===== config.mk =====
export PLATFORM = sky130hd
export DESIGN_NAME = burst_read_wf_flat
export DESIGN_NICKNAME = d
export VERILOG_FILES = /design/src/rtl/burst_rd_pkg.sv /design/src/rtl/burst_read_wf_if.sv /design/src/rtl/burst_rd_fifo.sv /design/src/rtl/burst_read_wf.sv /design/src/flat_wrapper.sv
export SDC_FILE = /design/constraint.sdc
export NUM_CORES = 1
export LEC_CHECK = 0
export ABC_CLOCK_PERIOD_IN_PS = 7900
export BUFFER_PORTS_ARGS = -buffer_cell sky130_fd_sc_hd__clkbuf_2
export CORE_MARGIN = 3
export CORE_UTILIZATION = 65
export DETAILED_ROUTE_END_ITERATION = 7
export PLACE_DENSITY_LB_ADDON = 0.3
export SYNTH_ARGS = -nofsm -noshare
export SYNTH_HDL_FRONTEND = slang
export SYNTH_SLANG_ARGS = --single-unit

===== constraint.sdc =====
create_clock -name clk -period 7.9 [get_ports clk]
set_input_delay 1.58 -clock clk [delete_from_list [all_inputs] [get_ports clk]]
set_output_delay 1.58 -clock clk [all_outputs]
set_load 0.01 [all_outputs]

===== src/rtl/burst_rd_pkg.sv =====
// Shared types and constants for the Avalon-MM burst read master.
// Holds the FSM state encoding, default geometry and the address-step helper.
package burst_rd_pkg;

    typedef enum logic [2:0] {
        IDLE  = 3'd0,
        CHECK = 3'd1,
        REQ   = 3'd2,
        DATA  = 3'd3,
        DONE  = 3'd4
    } rd_state_e;

    localparam int DEF_ADDRESS_WIDTH     = 32;
    localparam int DEF_DATA_WIDTH        = 32;
    localparam int DEF_BYTE_ENABLE_WIDTH = 4;
    localparam int DEF_BURST_WIDTH       = 4;
    localparam int DEF_LENGTH_WIDTH      = 16;
    localparam int DEF_FIFO_DEPTH        = 16;
    localparam int DEF_FIFO_DEPTH_LOG2   = 4;

    // Byte distance between consecutive burst start addresses.
    function automatic logic [31:0] addr_incr(input logic [31:0] burst,
                                              input logic [31:0] bytes_per_word);
        return burst * bytes_per_word;
    endfunction

endpackage


===== src/rtl/burst_read_wf_if.sv =====
// Avalon-MM read bus between the burst read master and the memory bridge.
// The master modport is used by burst_read_wf; the slave modport by the memory side.
interface burst_read_wf_if
    import burst_rd_pkg::*;
#(
    parameter int ADDRESS_WIDTH     = DEF_ADDRESS_WIDTH,
    parameter int DATA_WIDTH        = DEF_DATA_WIDTH,
    parameter int BYTE_ENABLE_WIDTH = DEF_BYTE_ENABLE_WIDTH,
    parameter int BURST_WIDTH       = DEF_BURST_WIDTH
);
    logic [ADDRESS_WIDTH-1:0]     master_address;
    logic                         master_read;
    logic [BURST_WIDTH-1:0]       master_burstcount;
    logic [BYTE_ENABLE_WIDTH-1:0] master_byteenable;
    logic                         master_waitrequest;
    logic [DATA_WIDTH-1:0]        master_readdata;
    logic                         master_readdatavalid;

    modport master (
        output master_address, master_read, master_burstcount, master_byteenable,
        input  master_waitrequest, master_readdata, master_readdatavalid
    );

    modport slave (
        input  master_address, master_read, master_burstcount, master_byteenable,
        output master_waitrequest, master_readdata, master_readdatavalid
    );
endinterface


===== src/rtl/burst_rd_fifo.sv =====
// Show-ahead synchronous FIFO: head word is visible whenever not_empty is high.
// Exposes its fill level so the requester can wait for room for a whole burst.
module burst_rd_fifo
    import burst_rd_pkg::*;
#(
    parameter int WIDTH      = DEF_DATA_WIDTH,
    parameter int DEPTH      = DEF_FIFO_DEPTH,
    parameter int DEPTH_LOG2 = DEF_FIFO_DEPTH_LOG2
) (
    input  logic                  clk,
    input  logic                  reset_n,
    input  logic                  push,
    input  logic [WIDTH-1:0]      push_data,
    input  logic                  pop,
    output logic [WIDTH-1:0]      head_data,
    output logic                  not_empty,
    output logic [DEPTH_LOG2:0]   level
);
    localparam logic [DEPTH_LOG2:0]   LVL_FULL = (DEPTH_LOG2 + 1)'(DEPTH);
    localparam logic [DEPTH_LOG2:0]   LVL_ONE  = {{DEPTH_LOG2{1'b0}}, 1'b1};
    localparam logic [DEPTH_LOG2-1:0] PTR_ONE  = {{(DEPTH_LOG2-1){1'b0}}, 1'b1};

    logic [WIDTH-1:0]      mem_r [DEPTH];
    logic [DEPTH_LOG2-1:0] wr_ptr_r;
    logic [DEPTH_LOG2-1:0] rd_ptr_r;
    logic [DEPTH_LOG2:0]   level_r;
    logic                  not_empty_r;
    logic                  push_ok_s;
    logic                  pop_ok_s;
    logic [DEPTH_LOG2:0]   level_next_s;

    // Qualify push/pop against full/empty and compute the next fill level.
    always_comb begin
        push_ok_s    = push && (level_r != LVL_FULL);
        pop_ok_s     = pop && (level_r != {(DEPTH_LOG2 + 1){1'b0}});
        level_next_s = level_r;
        case ({push_ok_s, pop_ok_s})
            2'b10:   level_next_s = level_r + LVL_ONE;
            2'b01:   level_next_s = level_r - LVL_ONE;
            default: level_next_s = level_r;
        endcase
    end

    // Storage, pointers and level registers.
    always_ff @(posedge clk or negedge reset_n) begin
        if (!reset_n) begin
            for (int i = 0; i < DEPTH; i++) begin
                mem_r[i] <= {WIDTH{1'b0}};
            end
            wr_ptr_r    <= {DEPTH_LOG2{1'b0}};
            rd_ptr_r    <= {DEPTH_LOG2{1'b0}};
            level_r     <= {(DEPTH_LOG2 + 1){1'b0}};
            not_empty_r <= 1'b0;
        end else begin
            if (push_ok_s) begin
                mem_r[wr_ptr_r] <= push_data;
                wr_ptr_r        <= wr_ptr_r + PTR_ONE;
            end
            if (pop_ok_s) begin
                rd_ptr_r <= rd_ptr_r + PTR_ONE;
            end
            level_r     <= level_next_s;
            not_empty_r <= (level_next_s != {(DEPTH_LOG2 + 1){1'b0}});
        end
    end

    assign head_data = mem_r[rd_ptr_r];
    assign not_empty = not_empty_r;
    assign level     = level_r;

endmodule


===== src/rtl/burst_read_wf.sv =====
// Avalon-MM burst read master: fetches ctrl_length bursts of ctrl_burstcount words
// from consecutive addresses and streams them out through a show-ahead FIFO.
module burst_read_wf
    import burst_rd_pkg::*;
#(
    parameter int ADDRESS_WIDTH     = DEF_ADDRESS_WIDTH,
    parameter int DATA_WIDTH        = DEF_DATA_WIDTH,
    parameter int BYTE_ENABLE_WIDTH = DEF_BYTE_ENABLE_WIDTH,
    parameter int BURST_WIDTH       = DEF_BURST_WIDTH,
    parameter int LENGTH_WIDTH      = DEF_LENGTH_WIDTH,
    parameter int FIFO_DEPTH        = DEF_FIFO_DEPTH,
    parameter int FIFO_DEPTH_LOG2   = DEF_FIFO_DEPTH_LOG2
) (
    input  logic                     clk,
    input  logic                     reset_n,
    burst_read_wf_if.master          avm,
    input  logic                     ctrl_start,
    input  logic [ADDRESS_WIDTH-1:0] ctrl_baseaddress,
    input  logic [BURST_WIDTH-1:0]   ctrl_burstcount,
    input  logic [LENGTH_WIDTH-1:0]  ctrl_length,
    output logic                     ctrl_busy,
    output logic                     ctrl_done,
    output logic [DATA_WIDTH-1:0]    user_data,
    output logic                     user_valid,
    input  logic                     user_ready
);
    localparam int                      LVL_W    = FIFO_DEPTH_LOG2 + 1;
    localparam logic [LVL_W-1:0]        LVL_FULL = LVL_W'(FIFO_DEPTH);
    localparam logic [LENGTH_WIDTH-1:0] LEN_ONE  = {{(LENGTH_WIDTH-1){1'b0}}, 1'b1};
    localparam logic [BURST_WIDTH-1:0]  BC_ZERO  = {BURST_WIDTH{1'b0}};

    rd_state_e                state_r, next_state_s;
    logic [ADDRESS_WIDTH-1:0] addr_r, addr_next_s, addr_step_s;
    logic [BURST_WIDTH-1:0]   burst_r, burst_next_s;
    logic [BURST_WIDTH-1:0]   bcount_r, bcount_next_s;
    logic [BURST_WIDTH-1:0]   beat_r, beat_next_s, beats_s;
    logic [LENGTH_WIDTH-1:0]  len_r, len_next_s;
    logic                     read_r, read_next_s;
    logic                     busy_r, busy_next_s;
    logic                     done_r, done_next_s;
    logic                     push_s;
    logic [LVL_W-1:0]         level_s;
    logic [LVL_W-1:0]         free_s;

    assign addr_step_s = ADDRESS_WIDTH'(addr_incr(32'(burst_r), 32'(BYTE_ENABLE_WIDTH)));
    assign free_s      = LVL_FULL - level_s;

    // Next-state and next-register logic for the request sequencer.
    always_comb begin
        next_state_s  = state_r;
        addr_next_s   = addr_r;
        burst_next_s  = burst_r;
        bcount_next_s = bcount_r;
        beat_next_s   = beat_r;
        len_next_s    = len_r;
        read_next_s   = read_r;
        busy_next_s   = busy_r;
        done_next_s   = 1'b0;
        push_s        = 1'b0;
        beats_s       = beat_r;
        case (state_r)
            IDLE: begin
                if (ctrl_start) begin
                    addr_next_s  = ctrl_baseaddress;
                    burst_next_s = ctrl_burstcount;
                    len_next_s   = ctrl_length;
                    busy_next_s  = 1'b1;
                    if ((ctrl_burstcount == BC_ZERO) || (ctrl_length == {LENGTH_WIDTH{1'b0}})) begin
                        next_state_s = DONE;
                    end else begin
                        next_state_s = CHECK;
                    end
                end else begin
                    next_state_s = IDLE;
                end
            end
            CHECK: begin
                if (free_s >= LVL_W'(burst_r)) begin
                    read_next_s   = 1'b1;
                    bcount_next_s = burst_r;
                    next_state_s  = REQ;
                end else begin
                    next_state_s = CHECK;
                end
            end
            REQ: begin
                // A beat may return in the very cycle the request is accepted.
                if (!avm.master_waitrequest) begin
                    read_next_s  = 1'b0;
                    push_s       = avm.master_readdatavalid;
                    beats_s      = {{(BURST_WIDTH-1){1'b0}}, push_s};
                    beat_next_s  = beats_s;
                    next_state_s = DATA;
                end else begin
                    read_next_s = 1'b1;
                end
            end
            DATA: begin
                push_s      = avm.master_readdatavalid;
                beats_s     = beat_r + {{(BURST_WIDTH-1){1'b0}}, push_s};
                beat_next_s = beats_s;
            end
            DONE: begin
                busy_next_s  = 1'b0;
                done_next_s  = 1'b1;
                next_state_s = IDLE;
            end
            default: begin
                next_state_s = IDLE;
            end
        endcase
        if (push_s && (beats_s == burst_r)) begin
            beat_next_s = BC_ZERO;
            len_next_s  = len_r - LEN_ONE;
            addr_next_s = addr_r + addr_step_s;
            if (len_r == LEN_ONE) begin
                next_state_s = DONE;
            end else begin
                next_state_s = CHECK;
            end
        end else begin
            len_next_s = len_next_s;
        end
    end

    // State and output registers.
    always_ff @(posedge clk or negedge reset_n) begin
        if (!reset_n) begin
            state_r  <= IDLE;
            addr_r   <= {ADDRESS_WIDTH{1'b0}};
            burst_r  <= BC_ZERO;
            bcount_r <= BC_ZERO;
            beat_r   <= BC_ZERO;
            len_r    <= {LENGTH_WIDTH{1'b0}};
            read_r   <= 1'b0;
            busy_r   <= 1'b0;
            done_r   <= 1'b0;
        end else begin
            state_r  <= next_state_s;
            addr_r   <= addr_next_s;
            burst_r  <= burst_next_s;
            bcount_r <= bcount_next_s;
            beat_r   <= beat_next_s;
            len_r    <= len_next_s;
            read_r   <= read_next_s;
            busy_r   <= busy_next_s;
            done_r   <= done_next_s;
        end
    end

    burst_rd_fifo #(
        .WIDTH      (DATA_WIDTH),
        .DEPTH      (FIFO_DEPTH),
        .DEPTH_LOG2 (FIFO_DEPTH_LOG2)
    ) u_fifo (
        .clk       (clk),
        .reset_n   (reset_n),
        .push      (push_s),
        .push_data (avm.master_readdata),
        .pop       (user_ready),
        .head_data (user_data),
        .not_empty (user_valid),
        .level     (level_s)
    );

    assign avm.master_address    = addr_r;
    assign avm.master_read       = read_r;
    assign avm.master_burstcount = bcount_r;
    assign avm.master_byteenable = {BYTE_ENABLE_WIDTH{1'b1}};
    assign ctrl_busy             = busy_r;
    assign ctrl_done             = done_r;

endmodule


===== src/flat_wrapper.sv =====
// flat-port wrapper written by rule: the top's interface ports become plain ports
module burst_read_wf_flat import burst_rd_pkg::*;
#(
    parameter int ADDRESS_WIDTH     = DEF_ADDRESS_WIDTH,
    parameter int DATA_WIDTH        = DEF_DATA_WIDTH,
    parameter int BYTE_ENABLE_WIDTH = DEF_BYTE_ENABLE_WIDTH,
    parameter int BURST_WIDTH       = DEF_BURST_WIDTH,
    parameter int LENGTH_WIDTH      = DEF_LENGTH_WIDTH,
    parameter int FIFO_DEPTH        = DEF_FIFO_DEPTH,
    parameter int FIFO_DEPTH_LOG2   = DEF_FIFO_DEPTH_LOG2
)
  (clk, reset_n, ctrl_start, ctrl_baseaddress, ctrl_burstcount, ctrl_length, ctrl_busy, ctrl_done, user_data, user_valid, user_ready, avm_master_address, avm_master_read, avm_master_burstcount, avm_master_byteenable, avm_master_waitrequest, avm_master_readdata, avm_master_readdatavalid);
  burst_read_wf_if #(.ADDRESS_WIDTH(ADDRESS_WIDTH), .DATA_WIDTH(DATA_WIDTH), .BYTE_ENABLE_WIDTH(BYTE_ENABLE_WIDTH), .BURST_WIDTH(BURST_WIDTH)) avm_i ();
  input  logic clk;
  input  logic reset_n;
  input  logic ctrl_start;
  input  logic [ADDRESS_WIDTH-1:0] ctrl_baseaddress;
  input  logic [BURST_WIDTH-1:0] ctrl_burstcount;
  input  logic [LENGTH_WIDTH-1:0] ctrl_length;
  output logic ctrl_busy;
  output logic ctrl_done;
  output logic [DATA_WIDTH-1:0] user_data;
  output logic user_valid;
  input  logic user_ready;
  output wire logic [$bits(avm_i.master_address)-1:0] avm_master_address;
  output wire logic [$bits(avm_i.master_read)-1:0] avm_master_read;
  output wire logic [$bits(avm_i.master_burstcount)-1:0] avm_master_burstcount;
  output wire logic [$bits(avm_i.master_byteenable)-1:0] avm_master_byteenable;
  input wire logic [$bits(avm_i.master_waitrequest)-1:0] avm_master_waitrequest;
  input wire logic [$bits(avm_i.master_readdata)-1:0] avm_master_readdata;
  input wire logic [$bits(avm_i.master_readdatavalid)-1:0] avm_master_readdatavalid;
  assign avm_master_address = avm_i.master_address;
  assign avm_master_read = avm_i.master_read;
  assign avm_master_burstcount = avm_i.master_burstcount;
  assign avm_master_byteenable = avm_i.master_byteenable;
  assign avm_i.master_waitrequest = avm_master_waitrequest;
  assign avm_i.master_readdata = avm_master_readdata;
  assign avm_i.master_readdatavalid = avm_master_readdatavalid;
  burst_read_wf #(.ADDRESS_WIDTH(ADDRESS_WIDTH), .DATA_WIDTH(DATA_WIDTH), .BYTE_ENABLE_WIDTH(BYTE_ENABLE_WIDTH), .BURST_WIDTH(BURST_WIDTH), .LENGTH_WIDTH(LENGTH_WIDTH), .FIFO_DEPTH(FIFO_DEPTH), .FIFO_DEPTH_LOG2(FIFO_DEPTH_LOG2)) u_core (.clk(clk), .reset_n(reset_n), .avm(avm_i), .ctrl_start(ctrl_start), .ctrl_baseaddress(ctrl_baseaddress), .ctrl_burstcount(ctrl_burstcount), .ctrl_length(ctrl_length), .ctrl_busy(ctrl_busy), .ctrl_done(ctrl_done), .user_data(user_data), .user_valid(user_valid), .user_ready(user_ready));
endmodule

==> results of run 1 <==
-- power by group --
group	switching (mW)	internal, mW	total (mW)	leakage (nW)
logic	2.61	2.71	5.32	5.61
registers	0.980	4.44	5.42	7.40
clock network	1.18	1.57	2.75	0.933
total	4.77	8.72	13.5	13.9
-- final cells by class --
class	count	area, µm²	area share
antenna	2	5.00	0.000161
clock buffer	84	1720	0.0552
clock inverter	16	181	0.00583
inverter	23	86.3	0.00277
multi-input combinational	1333	12500	0.402
sequential	592	14800	0.476
tap	539	674	0.0217
timing repair buffer	196	1130	0.0362
-- flip-flops by register name, summed over array words and instances (netlist names), 3 cells and up --
signal                        flops
u_core.burst_r                    4
u_core.beat_r                     4
u_core.u_fifo.wr_ptr_r            4
u_core.u_fifo.rd_ptr_r            4
u_core.u_fifo.level               5
u_core.u_fifo.mem_r             512
u_core.avm.master_burstcount      4
u_core.avm.master_address        32
u_core.state_r                    3
u_core.len_r                     16
-- routing by layer --
layer,vias up,share of wire,GRT usage
li1,7942,-,-
met4,2,0.029,0.102
met1,9676,0.42,0.425
met2,665,0.49,0.497
met5,-,0.00019,0
met3,140,0.063,0.0499
-- worst paths after layout --
| path | from | end | cells after the start |
|---|---|---|---|
| worst max-delay path | u_core.u_fifo.rd_ptr_r[0] | user_data[20] | 7 |
| worst min-delay path | u_core.avm.master_address[0] | u_core.avm.master_address[0] | 2 |
| worst max register to register | u_core.u_fifo.level[0] | u_core.u_fifo.mem_r[321] | 9 |
| worst min register to register | u_core.avm.master_address[0] | u_core.avm.master_address[0] | 2 |
| max in group asynchronous | reset_n | u_core.u_fifo.mem_r[373] | 2 |
| min in group asynchronous | reset_n | u_core.avm.master_address[29] | 1 |
-- worst register-to-register path: stages, from the launching register on --
cell and delay [ns]:
dfrtp_1 0.45, inv_1 0.10, ha_1 0.23, nor3b_1 0.16
ha_1 0.22, nor3_2 0.56, nand2_1 0.38, nor2_4 0.64
buf_4 0.51, mux2_2 0.40
-- metrics by stage --
step | util | cells
6_report | 0.737 | 2785
4_1_cts | 0.737 | 2783
5_1_grt | 0.737 | 2784
2_1_floorplan | - | 2115
3_5_place_dp | 0.692 | 2683
3_3_place_gp | 0.692 | 2683
-- layout by cell type, fill, tap and decap left out, types with 5 or more instances in the layout --
cell type  netlist  layout
mux2i_1        108     108
o21ai_0         86      86
nand3_1         26      26
nand2_1        142     142
a21o_1           7       7
nor3_1          16      12
a221oi_1        33      33
clkbuf_16        0      58
o311ai_0        14      14
o211ai_1        20      20
nor4_1          10      10
clkbuf_2         0     160
buf_4            5      31
mux2_2         541     541
a21oi_1         46      46
ha_1            23      23
nand4_1          9       9
o221ai_1         5       5
nor2_4           0      12
mux4_2          64      64
clkinv_2         0       8
inv_1           23      23
a22oi_1         36      36
xnor2_1         18      18
dfrtp_1        592     589
or3_1           10      10
clkbuf_8         0      17
clkbuf_1       142       9
xor2_1           7       7
nor2b_1          8       7
nor3_2           1       5
nor2_1          28      16
nand2b_1         9       9
-- logic make-up after synthesis --
| family | Yosys count |
|---|---|
| multiplexers | 713 |
| flip-flops | 592 |
| AND/OR/NAND/NOR | 292 |
| AO/OA/AOI/OAI | 275 |
| buffers and inverters | 190 |
| XOR/XNOR | 25 |
| adder cells (fa/ha/maj) | 24 |
| other | 1 |
==> flow_metrics.env, run 1 <==
export IMPL_crit_required_ns=6.32
export IMPL_worst_pin_slew_ns=1.11
export IMPL_path_clk_slew_ns=0.06
export IMPL_nNetsFinal=2318
export IMPL_power_density_nw_per_um2=433
export IMPL_clockRootBuffer="clkbuf_16"
export IMPL_synthTopCellsByCount="dfrtp_1 (592), mux2_2 (541), clkbuf_1 (142), nand2_1 (142), mux2i_1 (108)"
export IMPL_min_period_over_period=0.673
export IMPL_hold_violations=0
export IMPL_max_slew_margin_rel=0.260
export IMPL_grt_start_max_net_pins=184
export IMPL_post_cts_setup_buffers=0
export IMPL_place_gp_congestion=0.896
export IMPL_synth_top_area_cell="dfrtp_1"
export IMPL_yosys_top_cells_area="dfrtp_1 (53%), mux2_2 (22%), mux4_2 (5.2%), mux2i_1 (3.9%), clkbuf_1 (1.9%)"
export IMPL_slowest_delay_ns=1.03
export IMPL_numCtsBuffers=58
export IMPL_die_height_um=213
export IMPL_cp_end_kind="primary output"
export IMPL_crit_slowest_cell="dfrtp_4"
export IMPL_place_area_um2=29200
export IMPL_path_cells="buf_4 > mux2_2 > o21ai_0 > a21oi_1 > o21ai_0 > nand2_1 > clkbuf_2"
export IMPL_synth_seq_cells=592
export IMPL_grt_pass1_vias=19290
export IMPL_yosysMostFrequentCell="dfrtp_1"
export IMPL_track_usage=0.305
export IMPL_synth_fa_ha_area_frac=0.0110
export IMPL_h_tree_depth=2
export IMPL_hp_class="register to register"
export IMPL_clockBufferDepth=3
export IMPL_holdWs_ns=0.480
export IMPL_drt_total_wl_um=68800
export IMPL_rsz0062_at_grt="no"
export IMPL_vdd_drop_max_mv=0.265
export IMPL_max_cap_violations=0
export IMPL_drcViolationCount=0
export IMPL_synthXorXnorAreaFrac=0.00783
export IMPL_cts_tree="built"
export IMPL_slew_violations=0
export IMPL_setup_violations=0
export IMPL_cts_hold_buffers=0
export IMPL_final_cell_area_um2=31100
export IMPL_synth_top_area_share=0.530
export IMPL_row_count=75
export IMPL_area_delta_synth_final_pct=11.4
export IMPL_clk_latency_ns=0.63
export IMPL_tns_ns=0
export IMPL_die_w_um=213
export IMPL_synth_area_um2=28000
export IMPL_fin_total_pwr_mw=13.5
export IMPL_antenna_found_initial=2
export IMPL_fin_skew_ns=0.0260
export IMPL_fp_dieArea_um2=45500
export IMPL_synth_edff_count=0
export IMPL_timing_reg2reg_setup_slack_ns=4.14
export IMPL_synth_compound_area_frac=0.0651
export IMPL_fill_cells=2672
export IMPL_synthMuxAreaShare=0.308
export IMPL_max_freq_mhz=188
export IMPL_async_reset_ff_frac=1.00
export IMPL_critPathArrivalTime_ns=3.74
export IMPL_post_place_ws_ns=3.24
export IMPL_start_util=0.662
export IMPL_yosys_area_share_simple=0.0507
export IMPL_dr_pass1_iters=5
export IMPL_synth_top_family_by_area="multiplexers"
export IMPL_worst_path_max_fanout=49
export IMPL_cts_resized_gates=0
export IMPL_grt_ovfl_total=0
export IMPL_worst_path_buf_inv=2
export IMPL_io_buffer_count=161
export IMPL_syn_instance_count=2112
export IMPL_setup_ws_ns=2.58
export IMPL_path_common_cell="o21ai_0"
export IMPL_antenna_left=0
export IMPL_worst_setup_path_type="register to primary output"
export IMPL_fin_crit_ns=5.32
export IMPL_synth_cell_types=65
export IMPL_hpwl_um=40800
export IMPL_status="completed"
export IMPL_worstSetupStartpointType="register"
export IMPL_numClockSinks=592
export IMPL_ys_warnings_count=0
export IMPL_synth_avg_cell_area_um2=13.2
export IMPL_pin_count=166
export IMPL_p_leak_nw=13.9
export IMPL_viasPerCell=6.62
export IMPL_wl_per_cell_um=24.7
export IMPL_path_delay_family="flip-flops"
export IMPL_synth_ff_type="dfrtp_1"
export IMPL_drive_gt1_frac=0.414
export IMPL_drt_iter0_drc=1428
export IMPL_core_um2=42200
export IMPL_vias=18425
export IMPL_ys_seq_area_frac=0.530
export IMPL_grt_pass1_wl_um=108000
Power figures use the tool's default switching activity.
==> run 2, diff against run 1 <==
ABC_CLOCK_PERIOD_IN_PS = 4600   (was 7900)
CORE_UTILIZATION = 55   (was 65)
clock period = 4.6 ns   (was 7.9 ns; I/O delays follow)
==> flow_metrics.env, run 2 (same netlist as run 1, synthesis figures left out) <==
export IMPL_status="completed"
export IMPL_power_density_nw_per_um2=742
export IMPL_area_delta_synth_final_pct=13.7
export IMPL_place_gp_congestion=0.858
export IMPL_track_usage=0.260
export IMPL_max_slew_margin_rel=0.342
export IMPL_cp_end_kind="primary output"
export IMPL_grt_ovfl_total=0
export IMPL_hp_class="input port to asynchronous set/reset pin"
export IMPL_clock_power_share=0.214
export IMPL_crit_path_start="u_core.u_fifo.rd_ptr_r[0]"
export IMPL_setup_violations=0
export IMPL_max_freq_mhz=243
export IMPL_p_leak_nw=14.2
export IMPL_numClockSinks=592
export IMPL_cts_hold_buffers=0
export IMPL_rsz0062_at_grt="no"
export IMPL_fp_dieArea_um2=53600
export IMPL_drive_gt1_frac=0.422
export IMPL_viasPerCell=6.21
export IMPL_hpwl_um=41900
export IMPL_vias=18303
export IMPL_cts_resized_gates=0
export IMPL_timing_reg2reg_setup_slack_ns=0.92
export IMPL_fin_total_pwr_mw=23.6
export IMPL_grt_pass1_wl_um=110000
export IMPL_numCtsBuffers=60
export IMPL_layout_commonest_cell="dfrtp_1"
export IMPL_worst_path_max_fanout=41
export IMPL_fin_skew_ns=0.0145
export IMPL_path_clk_slew_ns=0.06
export IMPL_p_int_mw=15.4
export IMPL_multi_input_area_um2=12500
export IMPL_power_switching_mw=8.24
export IMPL_clk_latency_ns=0.63
export IMPL_die_w_um=231
export IMPL_clockRootBuffer="clkbuf_16"
export IMPL_drt_total_wl_um=69500
export IMPL_hold_violations=0
export IMPL_pin_count=166
export IMPL_core_um2=49600
export IMPL_drcViolationCount=0
export IMPL_antenna_found_initial=4
export IMPL_row_count=81
export IMPL_start_util=0.564
export IMPL_clockBufferDepth=3
export IMPL_largest_register_ffs=512
export IMPL_worst_setup_path_type="register to primary output"
export IMPL_worst_pin_slew_ns=0.987
export IMPL_dr_pass1_iters=5
export IMPL_max_cap_violations=0
export IMPL_wl_per_cell_um=23.6
export IMPL_critPathArrivalTime_ns=3.20
export IMPL_worstSetupStartpointType="register"
export IMPL_io_buffer_count=161
export IMPL_reg2reg_from="u_core.u_fifo.level[1]"
export IMPL_post_cts_setup_buffers=0
export IMPL_r2r_end="u_core.u_fifo.not_empty"
export IMPL_vdd_drop_max_mv=0.456
export IMPL_min_period_over_period=0.895
export IMPL_cts_tree="built"
export IMPL_die_height_um=231
export IMPL_final_cell_mix="dfrtp_1 (589), mux2_2 (541), clkbuf_2 (160)"
export IMPL_nNetsFinal=2341
export IMPL_power_frac_comb=0.394
export IMPL_antenna_left=0
export IMPL_grt_start_max_net_pins=116
export IMPL_largest_register="u_core.u_fifo.mem_r"
export IMPL_crit_required_ns=3.68
export IMPL_grt_pass1_vias=19309
export IMPL_fill_cells=3643
export IMPL_tns_ns=0
export IMPL_swShare=0.349
export IMPL_fin_crit_ns=4.12
export IMPL_drt_iter0_drc=1341
export IMPL_seqCellArea_um2=14800
export IMPL_h_tree_depth=2
export IMPL_slew_violations=0
export IMPL_r2r_cells=15
export IMPL_power_frac_seq=0.392
[run 2: layout make-up]
cell class / count / area share
clock inverters: 31 / 0.0110
diodes: 3 / 0.000236
flip-flops and latches: 592 / 0.466
repair buffers: 217 / 0.0460
multi-input cells: 1333 / 0.394
inverters: 23 / 0.00272
clock buffers: 83 / 0.0540
well taps: 664 / 0.0261
[run 2: how the worst max path moves through the flow]
stage,end,slack [ns]
final,user_data[13],0.48
after global routing,user_data[13],0.33
after CTS,user_data[13],0.47
after detailed placement,u_core.u_fifo.not_empty,0.69
after global placement,u_core.avm.master_address[30],0.85
after floorplan,u_core.avm.master_address[13],1.07
[run 2: metal layers]
metal  up-vias  part of all wire  track usage
met4         2             0.024       0.0755
li1       7989                 -            -
met5         -           0.00012            0
met3       111             0.052       0.0376
met1      9685              0.44        0.362
met2       516              0.48        0.430
[run 2: through the flow]
| step | util | cells | hold WS (ns) | area (µm²) | setup slack (ns) |
|---|---|---|---|---|---|
| 5_1_grt | 0.642 | 2946 | 0.476 | 31800 | 0.331 |
| 2_1_floorplan | - | 2115 | 0.475 | 28000 | 1.07 |
| 3_5_place_dp | 0.600 | 2829 | 0.480 | 29700 | 0.693 |
| 3_3_place_gp | 0.600 | 2829 | 0.464 | 29700 | 0.852 |
| 4_1_cts | 0.641 | 2943 | 0.438 | 31800 | 0.475 |
| 6_report | 0.642 | 2946 | 0.384 | 31800 | 0.484 |
[run 2: worst max-delay path, cell delays in order, from the launching register on]
cell and delay [ns]:
dfrtp_4 0.96, buf_12 0.38, mux2_2 0.38, o21ai_0 0.19, a21oi_1 0.09, a22oi_1 0.22, nand2_1 0.12, clkbuf_2 0.15
[run 2: power by group through the flow]
stage / sequential [mW] / clock [mW] / combinational (mW)
final: 9.24 / 5.06 / 9.30
after global routing: 9.53 / 5.35 / 10.1
after detailed placement: 9.28 / 0 / 9.29
after global placement: 9.06 / 0 / 9.00
after CTS: 9.21 / 5.14 / 9.36
after floorplan: 8.66 / 0 / 6.80
